==> src/rtl/cal_pkg.sv <==
`default_nettype none
// ============================================================================
//  Module      : cal_pkg
//  Description : Shared constants and enumerations for the cal_* lane
//                expander / comparator stages.
//  Revision    : 1.0  initial release
// ============================================================================
package cal_pkg;

    localparam int DATA_W = 8;
    localparam int LANES  = 3;
    localparam int IDX_W  = 2;

    // Index value with no corresponding lane; produces an all-zero word.
    localparam logic [IDX_W-1:0] IDX_INVALID = 2'd3;

    typedef enum logic {
        FILL_UNPOOL   = 1'b0,
        FILL_UPSAMPLE = 1'b1
    } fill_mode_e;

    typedef enum logic {
        IDLE = 1'b0,
        RUN  = 1'b1
    } exp_state_e;

endpackage
`default_nettype wire

==> src/rtl/cal_skid_buf.sv <==
`default_nettype none
// ============================================================================
//  Module      : cal_skid_buf
//  Description : Two-entry valid/ready skid buffer (output register plus skid
//                register). Upstream ready is fully registered and equals
//                "skid entry empty", so it never depends on i_m_ready within
//                the same cycle.
//  Revision    : 1.0  initial release
// ============================================================================
module cal_skid_buf #(
    parameter int WIDTH = 8
) (
    input  logic             clk,
    input  logic             rst,
    input  logic             i_s_valid,
    output logic             o_s_ready,
    input  logic [WIDTH-1:0] i_s_data,
    output logic             o_m_valid,
    input  logic             i_m_ready,
    output logic [WIDTH-1:0] o_m_data
);

    logic             r_out_valid_q;
    logic             w_out_valid_d;
    logic [WIDTH-1:0] r_out_data_q;
    logic [WIDTH-1:0] w_out_data_d;
    logic             r_skid_valid_q;
    logic             w_skid_valid_d;
    logic [WIDTH-1:0] r_skid_data_q;
    logic [WIDTH-1:0] w_skid_data_d;
    logic             r_ready_q;
    logic             w_ready_d;
    logic             w_accept;
    logic             w_out_free;

    assign w_accept   = i_s_valid && r_ready_q;
    // Output slot can take a new entry when empty or being drained this cycle.
    assign w_out_free = !r_out_valid_q || i_m_ready;

    // Next-state of both entries: skid drains into the output register first,
    // new beats land in the output slot when free, otherwise in the skid slot.
    always_comb begin
        w_out_valid_d  = r_out_valid_q;
        w_out_data_d   = r_out_data_q;
        w_skid_valid_d = r_skid_valid_q;
        w_skid_data_d  = r_skid_data_q;
        if (w_out_free) begin
            if (r_skid_valid_q) begin
                w_out_valid_d  = 1'b1;
                w_out_data_d   = r_skid_data_q;
                w_skid_valid_d = w_accept;
                if (w_accept) begin
                    w_skid_data_d = i_s_data;
                end
            end else begin
                w_out_valid_d = w_accept;
                if (w_accept) begin
                    w_out_data_d = i_s_data;
                end
            end
        end else if (w_accept) begin
            w_skid_valid_d = 1'b1;
            w_skid_data_d  = i_s_data;
        end
        w_ready_d = !w_skid_valid_d;
    end

    // Entry registers; ready stays low during reset and rises one cycle after.
    always_ff @(posedge clk) begin
        if (rst) begin
            r_out_valid_q  <= 1'b0;
            r_out_data_q   <= '0;
            r_skid_valid_q <= 1'b0;
            r_skid_data_q  <= '0;
            r_ready_q      <= 1'b0;
        end else begin
            r_out_valid_q  <= w_out_valid_d;
            r_out_data_q   <= w_out_data_d;
            r_skid_valid_q <= w_skid_valid_d;
            r_skid_data_q  <= w_skid_data_d;
            r_ready_q      <= w_ready_d;
        end
    end

    assign o_s_ready = r_ready_q;
    assign o_m_valid = r_out_valid_q;
    assign o_m_data  = r_out_data_q;

endmodule
`default_nettype wire

==> src/rtl/cal_expander_x3.sv <==
`default_nettype none
// ============================================================================
//  Module      : cal_expander_x3
//  Description : Rebuilds a 3-lane word from (max value, lane index) beats,
//                either unpooling (value in one lane) or upsampling (value in
//                all lanes). Tags the last beat of each frame, counts emitted
//                frames and flags illegal lane indices. LANES is fixed at 3.
//  Revision    : 1.0  initial release
// ============================================================================
module cal_expander_x3
    import cal_pkg::*;
#(
    parameter int DATA_W = cal_pkg::DATA_W,
    parameter int LANES  = cal_pkg::LANES,
    parameter int CNT_W  = 16
) (
    input  logic                    clk,
    input  logic                    rst,
    input  logic                    cfg_fill,
    input  logic [CNT_W-1:0]        cfg_len,
    input  logic                    s_valid,
    output logic                    s_ready,
    input  logic [DATA_W-1:0]       s_data,
    input  logic [IDX_W-1:0]        s_index,
    output logic                    m_valid,
    input  logic                    m_ready,
    output logic [LANES*DATA_W-1:0] m_data,
    output logic                    m_last,
    output logic                    err_index,
    output logic [CNT_W-1:0]        frame_cnt
);

    localparam int PAY_W = LANES * DATA_W + 1;

    fill_mode_e              w_fill;
    logic                    w_accept;
    logic                    w_emit;
    logic [LANES*DATA_W-1:0] w_word;
    logic [CNT_W-1:0]        w_len_new;
    logic                    w_last;
    logic [PAY_W-1:0]        w_buf_data;

    exp_state_e              r_state_q;
    exp_state_e              w_state_d;
    logic [CNT_W-1:0]        r_len_q;
    logic [CNT_W-1:0]        w_len_d;
    logic [CNT_W-1:0]        r_cnt_q;
    logic [CNT_W-1:0]        w_cnt_d;
    logic                    r_err_q;
    logic                    w_err_d;
    logic [CNT_W-1:0]        r_frame_q;
    logic [CNT_W-1:0]        w_frame_d;

    assign w_fill    = fill_mode_e'(cfg_fill);
    assign w_accept  = s_valid && s_ready;
    assign w_emit    = m_valid && m_ready;
    // A zero length would never terminate a frame; treat it as one beat.
    assign w_len_new = (cfg_len == '0) ? CNT_W'(1) : cfg_len;

    // Word build from the accepted beat; an illegal index yields all zeros.
    always_comb begin
        w_word = '0;
        if (s_index != IDX_INVALID) begin
            for (int k = 0; k < LANES; k++) begin
                if ((w_fill == FILL_UPSAMPLE) || (s_index == IDX_W'(k))) begin
                    w_word[k*DATA_W +: DATA_W] = s_data;
                end
            end
        end
    end

    // Frame FSM: latches the length on the first beat, tags the final beat.
    always_comb begin
        w_state_d = r_state_q;
        w_len_d   = r_len_q;
        w_cnt_d   = r_cnt_q;
        w_last    = 1'b0;
        if (w_accept) begin
            case (r_state_q)
                IDLE: begin
                    w_len_d = w_len_new;
                    w_cnt_d = CNT_W'(1);
                    if (w_len_new == CNT_W'(1)) begin
                        w_last = 1'b1;
                    end else begin
                        w_state_d = RUN;
                    end
                end
                RUN: begin
                    if (r_cnt_q == r_len_q - CNT_W'(1)) begin
                        w_last    = 1'b1;
                        w_cnt_d   = '0;
                        w_state_d = IDLE;
                    end else begin
                        w_cnt_d = r_cnt_q + CNT_W'(1);
                    end
                end
                default: w_state_d = IDLE;
            endcase
        end
    end

    // Sticky index error and emitted-frame counter.
    always_comb begin
        w_err_d   = r_err_q;
        w_frame_d = r_frame_q;
        if (w_accept && (s_index == IDX_INVALID)) begin
            w_err_d = 1'b1;
        end
        if (w_emit && m_last) begin
            w_frame_d = r_frame_q + CNT_W'(1);
        end
    end

    // State registers for the FSM, error flag and frame counter.
    always_ff @(posedge clk) begin
        if (rst) begin
            r_state_q <= IDLE;
            r_len_q   <= CNT_W'(1);
            r_cnt_q   <= '0;
            r_err_q   <= 1'b0;
            r_frame_q <= '0;
        end else begin
            r_state_q <= w_state_d;
            r_len_q   <= w_len_d;
            r_cnt_q   <= w_cnt_d;
            r_err_q   <= w_err_d;
            r_frame_q <= w_frame_d;
        end
    end

    cal_skid_buf #(
        .WIDTH (PAY_W)
    ) u_skid (
        .clk       (clk),
        .rst       (rst),
        .i_s_valid (s_valid),
        .o_s_ready (s_ready),
        .i_s_data  ({w_last, w_word}),
        .o_m_valid (m_valid),
        .i_m_ready (m_ready),
        .o_m_data  (w_buf_data)
    );

    assign m_last    = w_buf_data[PAY_W-1];
    assign m_data    = w_buf_data[PAY_W-2:0];
    assign err_index = r_err_q;
    assign frame_cnt = r_frame_q;

endmodule
`default_nettype wire

==> config.mk <==
export PLATFORM = sky130hd
export DESIGN_NAME = cal_expander_x3
export DESIGN_NICKNAME = d
export VERILOG_FILES = /design/src/rtl/cal_pkg.sv /design/src/rtl/cal_skid_buf.sv /design/src/rtl/cal_expander_x3.sv
export SDC_FILE = /design/constraint.sdc
export NUM_CORES = 1
export LEC_CHECK = 0
export ABC_CLOCK_PERIOD_IN_PS = 4240
export CAP_MARGIN = 40
export CORE_UTILIZATION = 63
export DETAILED_ROUTE_END_ITERATION = 10
export DONT_BUFFER_PORTS = 1
export PLACE_DENSITY = 0.79
export SETUP_SLACK_MARGIN = 0.5
export SYNTH_ARGS = -nofsm -noshare
export SYNTH_HDL_FRONTEND = slang
export SYNTH_SLANG_ARGS = --single-unit
==> constraint.sdc <==
create_clock -name clk -period 4.24 [get_ports clk]
set_input_delay 0.848 -clock clk [delete_from_list [all_inputs] [get_ports clk]]
set_output_delay 0.848 -clock clk [all_outputs]
set_load 0.01 [all_outputs]
==> metrics <==
yosys warns 0; Sw Pwr 505 uW; Final Hold Fails 0; Die X 88.5 microns; mux contribution to synthesized area 0.00424; clock share of power 0.371; Synth Area in Simple Gates 0.255; VDD IR-drop max 0.000251 V; GRT Overall Usage 0.278; final setup fails 0; Final Max Tran Viols 0; switching share of power 0.264; TNS Setup 0 ns; Total Routed Length 10.5 mm; power density of the placed cells 382 nW/um^2; syn avg cell area 7.98 sq um; post-synthesis cell type count 47; largest family of logic cells by synthesized area simple AND/OR/NAND/NOR gates; post-route insts no fill 676; maxcap violations 0; # rows 31; chip height 88.5 microns; Critical Path Sink Type flip-flop; status completed; vias per inst 5.98; WL/cell 15.6 microns; worst slew pin tran 0.874 ns; most frequent cells in the layout 103 x dfxtp_1, 86 x a21oi_1, 82 x nor2_1; RSZ-0062 raised after global routing no; # nets final 606; Placed Cells 660; xor/xnor share of the synthesized area 0.0944; number of CTS-inserted buffers 9; Critical Path Start Type flip-flop; initial antenna violation count 0; Post-CTS Setup Repair Bufs 0; Max FO, Critical Path 11; cells after synthesis 591; pre-CTS setup slack 1.74 ns; largest net degree at the start of global routing 91; Setup WS post-layout 1.72 ns; Placer Congestion 0.969; Post-route DRC 0; Ant. Diodes 0; Via Count 4,040; Internal 1410 uW; total grt overflow 0; commonest non-fill, non-tap cell in the layout dfxtp_1; number of DRC markers in iteration 0 245; CTS tree yes; drt first pass iters 5; global-route wire length before repair 16.6 mm; Mapped Nets 625; fmax 0.397 GHz; synthesized cell area 4720 sq um; Hold Path Class flip-flop to flip-flop; post-detail-place hpwl 7.44 mm; vias in the first global route 3,478; clk sinks 103; Worst-Skew Late Latency 0.38 ns; Core Area 7250 sq um; combinational share of power 0.090; final clock skew 0.0138 ns; P&R area growth vs syn 6.26%; Synth async-reset ratio 0; cts repair resizes 0; Post-Synth Adder-Cell Area 0.00796; WP data arrival 2.75 ns; Synth Area in Compound Gates 0.163; share of layout cells above drive strength 1 0.0624; IO buf count 0; die area 7840 sq um; Seq pwr share 0.539; CP Data Required Time 4.47 ns; CP Class flip-flop to flip-flop; Synth Flop Type dfxtp_1; root buffer cell clkbuf_8; post-layout util 0.691; fin crit period 2.52 ns; Seq cells post-synth 103; clock slew at reported path FFs 0.10 ns; H-tree levels 3; EDFF count, synth 0; # IOs 75; antenna-violating nets left 0; post-cts hold buffer count 0; crit share post-route 0.594; sequential fraction of the synthesis area 0.437; initial core utilization 0.650; Max transition margin 0.415; Leak 0.00171 uW; maximum root-to-sink buffer count 2
-- state kept, by name (all words and copies together), names as in the netlist --
register,cells
r_state_q,1
u_skid.o_s_ready,1
u_skid.o_m_valid,1
err_index,1
frame_cnt,16
r_len_q,16
u_skid.r_skid_data_q,25
r_cnt_q,16
u_skid.o_m_data,25
u_skid.r_skid_valid_q,1
-- logic make-up (layout without fill, tap and decap cells) --
kind of cell	count (synthesis)	in the layout
compound gates	133	133
xor+xnor	50	50
fa+ha+maj	3	3
buf+inv	47	33
flops	103	103
mux	2	2
simple gates	253	253
-- final timing paths --
check                          startpoint  slack [ns]  depth (start not counted)                       to
setup / recovery               r_len_q[0]        1.72                         10               r_cnt_q[9]
hold / removal    u_skid.r_skid_data_q[4]        0.46                          2  u_skid.r_skid_data_q[4]
setup reg to reg               r_len_q[0]        1.72                         10               r_cnt_q[9]
hold reg to reg   u_skid.r_skid_data_q[4]        0.46                          2  u_skid.r_skid_data_q[4]
-- Yosys cell counts, types with 2 or more instances --
master	n	area, sq um
inv_1	9	33.8
o211ai_1	2	15.0
nor2b_1	2	12.5
nand2b_1	2	12.5
dfxtp_1	103	2060
buf_2	3	15.0
o21ai_0	4	20.0
ha_1	3	37.5
or3_1	2	12.5
o21bai_1	3	22.5
mux2i_1	2	20.0
nand2_1	62	233
nor2_1	83	312
a211oi_1	24	180
clkbuf_1	30	113
nor4_1	7	43.8
and3_1	5	31.3
a31oi_1	5	31.3
nor3b_1	8	60.1
buf_1	4	15.0
o21ai_1	2	10.0
nand4_1	17	106
nor4_2	2	25.0
xnor2_1	26	228
nor3_1	42	210
a21oi_1	86	430
nand3_1	11	55.1
xor2_1	23	201
-- per-layer routing --
metal / global-route usage / vias up / wire (microns) / part of all wire
met5: 0 / - / 0 / 0
met4: 0.0865 / 0 / 144 / 0.014
met3: 0.0812 / 18 / 833 / 0.079
met2: 0.402 / 130 / 4490 / 0.43
met1: 0.400 / 1863 / 5060 / 0.48
li1: - / 2029 / - / -
-- power groups by stage --
| stage | clock network, uW | logic, uW | registers, uW |
|---|---|---|---|
| 3_3_place_gp | 0 | 160 | 1050 |
| 3_5_place_dp | 0 | 169 | 1050 |
| 6_report | 709 | 173 | 1030 |
| 4_1_cts | 718 | 170 | 1030 |
| 2_1_floorplan | 0 | 147 | 1050 |
| 5_1_grt | 753 | 193 | 1040 |
-- area by class of cell --
| class | count | area, sq um |
|---|---|---|
| tap | 99 | 124 |
| timing repair buffer | 7 | 65.1 |
| clock inverter | 7 | 114 |
| fill | 604 | 2240 |
| inverter | 10 | 37.5 |
| sequential | 103 | 2060 |
| clock buffer | 9 | 124 |
| multi-input combinational | 441 | 2490 |
-- through the flow --
stage          hold slack, ns  power, uW  area [sq um]
2_1_floorplan           0.437       1190          4720
3_3_place_gp            0.436       1210          4720
3_5_place_dp            0.445       1220          4770
4_1_cts                 0.460       1920          5010
5_1_grt                 0.484       1980          5010
6_report                0.459       1910          5010
-- critical path, cell delays in order, from the launching register on --
cell and delay, ns:
dfxtp_1 0.36, inv_1 0.09, ha_1 0.17, nor3b_2 0.34
nand2_1 0.11, xnor2_1 0.15, nor4_2 0.29, o2111ai_2 0.22
o21ai_1 0.32, buf_4 0.24, a21oi_1 0.09
Power figures use the tool's default switching activity.
